[src/rtl/twos_complement_serial.sv]
// Multi-cycle two's-complement unit (pass / negate / abs / sign-mag), STEP bits per clock.
// Define TWOS_OVF_FLAG_EN to add the ovf output flagging the most-negative operand.
module twos_complement_serial #(
  parameter int WIDTH = 12,
  parameter int STEP  = 4
) (
  input  logic             clk,
  input  logic             rst,
  input  logic             in_valid,
  output logic             in_ready,
  input  logic [WIDTH-1:0] in_data,
  input  logic [1:0]       in_mode,
  output logic             out_valid,
  input  logic             out_ready,
  output logic [WIDTH-1:0] out_data,
  output logic             busy
`ifdef TWOS_OVF_FLAG_EN
  ,
  output logic             ovf
`endif
);

  localparam int NSL   = WIDTH / STEP;
  localparam int CNT_W = (NSL > 1) ? $clog2(NSL) : 1;
  localparam logic [CNT_W-1:0] LAST = CNT_W'(NSL - 1);

  localparam logic [1:0] IDLE = 2'd0;
  localparam logic [1:0] BUSY = 2'd1;
  localparam logic [1:0] DONE = 2'd2;

  if (WIDTH < 2) begin : g_bad_width
    $error("twos_complement_serial: WIDTH must be at least 2");
  end
  if (WIDTH % STEP != 0) begin : g_bad_step
    $error("twos_complement_serial: WIDTH must be a multiple of STEP");
  end

  logic [1:0]       state;
  logic [CNT_W-1:0] cnt;
  logic             seen;
  logic             inv;
  logic [WIDTH-1:0] opnd;
  logic [WIDTH-1:0] res_work;
  logic [WIDTH-1:0] res_next;
  logic [STEP-1:0]  slice_in;
  logic [STEP:0]    slice_out;
  int unsigned      base;
`ifdef TWOS_OVF_FLAG_EN
  logic             ovf_pend;
`endif

  // Ripple "seen-one" across a slice: bits are inverted only above the lowest set bit.
  function automatic logic [STEP:0] slice_conv(input logic [STEP-1:0] bits,
                                               input logic inv_f,
                                               input logic seen_f);
    logic            s;
    logic [STEP-1:0] r;
    s = seen_f;
    r = '0;
    for (int i = 0; i < STEP; i++) begin
      r[i] = inv_f ? (bits[i] ^ s) : bits[i];
      s    = s | bits[i];
    end
    return {s, r};
  endfunction

  assign in_ready  = (state == IDLE) && !rst;
  assign out_valid = (state == DONE);
  assign busy      = (state != IDLE);

  always_comb begin
    base      = int'(cnt) * STEP;
    slice_in  = opnd[base +: STEP];
    slice_out = slice_conv(slice_in, inv, seen);
    res_next  = res_work;
    res_next[base +: STEP] = slice_out[STEP-1:0];
  end

  // Operand capture and slice accumulation (no reset needed on pure data)
  always_ff @(posedge clk) begin
    if (in_valid && in_ready) begin
      opnd <= (in_mode == 2'b11) ? {1'b0, in_data[WIDTH-2:0]} : in_data;
      inv  <= (in_mode == 2'b01) || (in_mode[1] && in_data[WIDTH-1]);
`ifdef TWOS_OVF_FLAG_EN
      ovf_pend <= ((in_mode == 2'b01) || (in_mode == 2'b10)) &&
                  (in_data == {1'b1, {(WIDTH-1){1'b0}}});
`endif
    end
    if (state == BUSY) begin
      res_work <= res_next;
    end
  end

  // Control FSM and result register
  always_ff @(posedge clk) begin
    if (rst) begin
      state    <= IDLE;
      cnt      <= '0;
      seen     <= 1'b0;
      out_data <= '0;
`ifdef TWOS_OVF_FLAG_EN
      ovf      <= 1'b0;
`endif
    end else begin
      case (state)
        IDLE: begin
          if (in_valid) begin
            state <= BUSY;
            cnt   <= '0;
            seen  <= 1'b0;
          end
        end
        BUSY: begin
          seen <= slice_out[STEP];
          if (cnt == LAST) begin
            state    <= DONE;
            cnt      <= '0;
            out_data <= res_next;
`ifdef TWOS_OVF_FLAG_EN
            ovf      <= ovf_pend;
`endif
          end else begin
            cnt <= cnt + 1'b1;
          end
        end
        DONE: begin
          if (out_ready) begin
            state <= IDLE;
`ifdef TWOS_OVF_FLAG_EN
            ovf   <= 1'b0;
`endif
          end
        end
        default: state <= IDLE;
      endcase
    end
  end

endmodule

[config.mk]
export PLATFORM = sky130hd
export DESIGN_NAME = twos_complement_serial
export DESIGN_NICKNAME = d
export VERILOG_FILES = /design/src/rtl/twos_complement_serial.sv
export SDC_FILE = /design/constraint.sdc
export NUM_CORES = 1
export LEC_CHECK = 0
export ABC_AREA = 1
export CORE_UTILIZATION = 62
export CTS_BUF_LIST = sky130_fd_sc_hd__clkbuf_16
export CTS_CLUSTER_DIAMETER = 50
export DETAILED_ROUTE_END_ITERATION = 12
export DONT_BUFFER_PORTS = 1
export MAX_ROUTING_LAYER = met4
export PLACE_DENSITY = 0.87
export SYNTH_ARGS = -nofsm -noshare
export SYNTH_HDL_FRONTEND = slang
export SYNTH_SLANG_ARGS = --single-unit
[constraint.sdc]
create_clock -name clk -period 2.5 [get_ports clk]
set_input_delay 0.375 -clock clk [delete_from_list [all_inputs] [get_ports clk]]
set_output_delay 0.375 -clock clk [all_outputs]
set_load 0.01 [all_outputs]
* Word level (Yosys, flattened, before mapping)
Cells that the tools add are included.
** Storage, ports and cells
- Register bits :: 42
- Input port bits :: 18
- Output and inout bits :: 15
- Logic and storage cells :: 54
** Operators by class
- Add/sub/neg operators :: 2
- Eq/ne operators :: 8
- Shifts and indexed selects :: 3
- Multiplexer cells :: 14
- Bitwise logic cells :: 8
- Reduce and logical (&&, ||, !) cells :: 11
** Operators with widths (number)
- 4-bit negator with 34-bit output :: 1
- 4-bit by 34-bit variable shift with 12-bit output (first input constant) :: 1
- 4-bit by 34-bit indexed part select with 12-bit output :: 1
- 12-bit bitwise mux :: 1
- 12-bit by 5-bit indexed part select with 4-bit output :: 1
- 2-bit two-way mux :: 5
- 2-bit == test (second input constant) :: 3
- 2-bit case mux with 3 select lines :: 1
- 1-bit two-way mux :: 5
- 2-bit by 1-bit == test with 1-bit output (second input constant) :: 2
- 2-bit by 1-bit != test with 1-bit output (second input constant) :: 2
- 1-bit bitwise OR :: 4
- 2-bit case mux with 2 select lines :: 1
- 2-bit AND reduction :: 2
- 2-bit nonzero test :: 2
- 1-bit bitwise XOR :: 4
- 1-bit logical AND :: 3
- 3-bit AND reduction :: 1
- 2-bit by 1-bit adder with 2-bit output (second input constant) :: 1
- 2-bit zero test :: 1
- 2-bit != test (second input constant) :: 1
- 1-bit case mux with 2 select lines :: 1
- 1-bit zero test :: 1
- 1-bit logical OR :: 1

* Logic depth before layout (Yosys ltp)
- Depth after elaboration :: 8
- Depth in mapped cells :: 16
- Depth with buffers taken out :: 15

* Least setup slack after synthesis
No wires, ideal clock.
- Kind :: in2reg
- Start point :: input rst
- End point :: register inv, enable pin
- Library setup time :: 0.405 ns
- Arrival time :: 1.642 ns
- Data required time :: 2.095 ns
- Path slack :: 0.453 ns
- Stages on the path :: 2
- Path buffers :: 1
- Path through :: buf_2 > nor3b_1
** On the way
- Word-level cells in the longest chain between the ends :: 3
** Ends and longest elaborated chain
- start, declared :: RTL line 8 : input logic rst,
- 1-bit zero test :: RTL line 67 : assign in_ready = (state == IDLE) && !rst;
- 1-bit logical AND :: RTL line 67
- 1-bit logical AND :: RTL line 81 : if (in_valid && in_ready) begin
- end signal, assigned :: RTL line 83 : inv <= (in_mode == 2'b01) || (in_mode[1] && in_data[WIDTH-1]);
- end, declared :: RTL line 41 : logic inv;
No other way between the ends.
A chain may end at the register's enable or synchronous reset.

* Worst setup path in the final report
- Start point :: register cnt[0]
- End point :: register res_work[7] (data pin)
** On the way
- Word-level cells in the longest chain between the ends :: 8
- Elaborated cells on any way between the ends :: 16
- Classes of those cells :: add/sub (1); shift (3); mux (5); bitwise (7)
** Ends and longest elaborated chain
- start, declared :: RTL line 39 : logic [CNT_W-1:0] cnt;
- start signal, assigned :: RTL line 123 : cnt <= cnt + 1'b1;
- 12-bit by 5-bit indexed part select with 4-bit output :: RTL line 73 : slice_in = opnd[base +: STEP];
- 1-bit bitwise OR (3 in a row) :: RTL line 62 : s = s | bits[i];
- 1-bit bitwise XOR :: RTL line 61 : r[i] = inv_f ? (bits[i] ^ s) : bits[i];
- 1-bit two-way mux :: RTL line 61
- 4-bit by 34-bit indexed part select with 12-bit output :: RTL line 76 : res_next[base +: STEP] = slice_out[STEP-1:0];
- 12-bit bitwise mux (*) :: RTL line 76
- net res_next[7] :: RTL line 44 : logic [WIDTH-1:0] res_next;
- end signal, assigned :: RTL line 90 : res_work <= res_next;
- end, declared :: RTL line 43 : logic [WIDTH-1:0] res_work;
The timed path passes the listed nets; every way through them passes the cells marked *.

==> flow_summary.yaml <==
outcome:
  status: "completed"
power_and_ir_drop:
  powerDensity_nw_per_um2: 758
  peakVddDrop_mv: 0.590
  p_leak_nw: 1.05
synth:
  synth_ff_type: "edfxtp_1"
  ys_seq_elements: 42
  avgSynthCellArea_um2: 9.12
  synth.most_common_cell: "nand2_1"
  syn_inst: 230
  synth_edf_count: 25
  syn_area_um2: 2100
  synth.yosys.seq_area_share_pct: 52.0
  synth_fp_nets: 257
  yosys_warnings: 0
  ys_top_cells_by_area: "edfxtp_1 (36%), dfxtp_1 (16%), nand2_1 (10%)"
  yosysUniqueCellTypes: 27
  ys_top_cells_by_count: "nand2_1 (57), inv_1 (40), nand3_1 (26)"
  synth.largest_area_cell: "edfxtp_1"
  async_reset_ff_share_pct: 0
  synth_top_area_share_pct: 35.8
critical_path:
  crit_path_end_kind: "flip-flop"
  cp_num_buf_inv: 2
  arrival_ns: 2.21
  cp-start-kind: "flip-flop"
  crit_type: "flip-flop to flip-flop"
  cp_max_fo: 8
  slowest_delay_ns: 0.35
  cp_slowest_cell: "dfxtp_1"
  cp_top_family: "adder cells"
  cp.required_ns: 2.53
  crit_chain: "buf_4 > nand2_1 > nand3_1 > nand2_1 > inv_1 > ha_1 > ha_1 > ha_1 > ha_1 > nand2_1 > nand2_2 > nand3_1 > nand2_1"
cells_and_area:
  areaGrowthSynthToFinish_pct: 9.73
  antenna_cells: 0
  drive_gt1_share_pct: 16.1
  layout.nets: 262
drt:
  firstDrtPassIters: 4
  viasPerCell: 5.19
  wl_per_cell_um: 13.7
  vias: 1454
  drt_first_iter_violations: 96
  ant_nets: 0
  route.detailed.drc: 0
  drt_wl_total_um: 3840
floorplanning:
  start_util_pct: 67.0
  std_cell_rows: 20
  die_w_um: 60.2
  dieArea_um2: 3620
  num_io_pins: 33
  die_h_um: 60.2
  design.core.area_um2: 3130
clocking:
  cts_made_buffers: 5
  h-tree-depth: 2
  cts_sinks: 42
  cts_hold_buf: 0
  postCtsSetupBuffers: 0
  cts_tree: "done"
  worstSkewPairLatency_ns: 0.28
  cts-resized-gates: 0
  cts.clk_slew.worst_paths_ns: 0.06
  root_buffer: "clkbuf_16"
  clk_path_buf_depth: 2
global_route:
  grt_pass1_wl_um: 6250
  grt_max_degree: 20
  grt_pass1_vias: 1430
  track_usage_pct: 25.5
  antenna_found_initial: 0
  grt.overflow.total: 0
worst_hold_path:
  hold_class: "input pin to flip-flop"
timing:
  grt_setup_unrepaired: "false"
  tns_ns: 0
  relSlewSlack_pct: 73.2
  holdWs_ns: 0.153
  hold_viol_final: 0
  fmax_ghz: 0.459
  post-route-period-util_pct: 87.1
  fin_skew_ns: 0.00405
  worstMarginPinSlew_ns: 0.397
  setup_viol: 0
  drv_slew: 0
  min_period_ns: 2.18
flow_run:
  maxCapViolations: 0
placed_design:
  post-dp-hpwl_um: 2780
  port_buffers: 0
  place.gp.congestion: 0.864
## area by class of cell
cell class | instances | area (um2)
Tap cell | 44 | 55.1
Timing Repair Buffer | 3 | 22.5
Clock inverter | 3 | 40.0
Multi-Input combinational cell | 137 | 790
Clock buffer | 5 | 125
Sequential cell | 42 | 1090
Inverter | 46 | 178
Fill cell | 259 | 827
## worst paths after layout
check / from / end / slack (ns) / cells past startpoint
setup / recovery: cnt[0] / res_work[7] / 0.32 / 13
hold / removal: rst / seen / 0.15 / 1
setup reg to reg: cnt[0] / res_work[7] / 0.32 / 13
hold reg to reg: seen / seen / 0.46 / 2
## layout by cell type (no fill, tap or decap), types with 3 or more instances in the layout
cell / instances
buf_4: 3
ha_1: 9
nor2_1: 5
nand2_1: 57
inv_2: 5
dfxtp_1: 17
nand3_1: 26
inv_1: 40
nand4_1: 4
edfxtp_1: 25
a21oi_1: 9
a21oi_2: 7
nand2_2: 4
clkbuf_16: 5
## registers in the layout (all words and copies together), names as in the netlist
name	count
cnt	2
inv	1
opnd	12
out_data	12
res_work	12
seen	1
state	2
## metrics by stage
step                instance area, um2  worst slack (ns)  cells  total power (W)  utilization (%)
finish                            2300             0.321    280          0.00174             73.6
global route                      2300             0.189    280          0.00182             73.6
global placement                  2140             0.375    272          0.00104             68.3
CTS                               2300             0.322    280          0.00175             73.6
floorplan                         2100             0.453    230         0.000998                -
detailed placement                2140             0.334    272          0.00104             68.3
## power breakdown
group | switching (W) | internal [W]
logic | 0.000146 | 0.0000725
registers | 0.0000200 | 0.000792
clock network | 0.000248 | 0.000467
total | 0.000413 | 0.00133
## per-layer routing
layer	GRT usage [%]	share of wire, %
met1	31.7	46
met2	38.3	46
met3	7.36	5.5
met4	11.3	1.8
met5	-	0
## kinds of logic (layout without fill, tap and decap cells)
kind of cell             count (synthesis)  count (layout)  synth area share (%)
AO/OA/AOI/OAI                           22              22                  7.46
adder cells (fa/ha/maj)                  9               9                  5.37
buffers and inverters                   51              57                  10.6
flip-flops                              42              42                  52.0
AND/OR/NAND/NOR                        106             106                  24.6
Power figures use the tool's default switching activity.
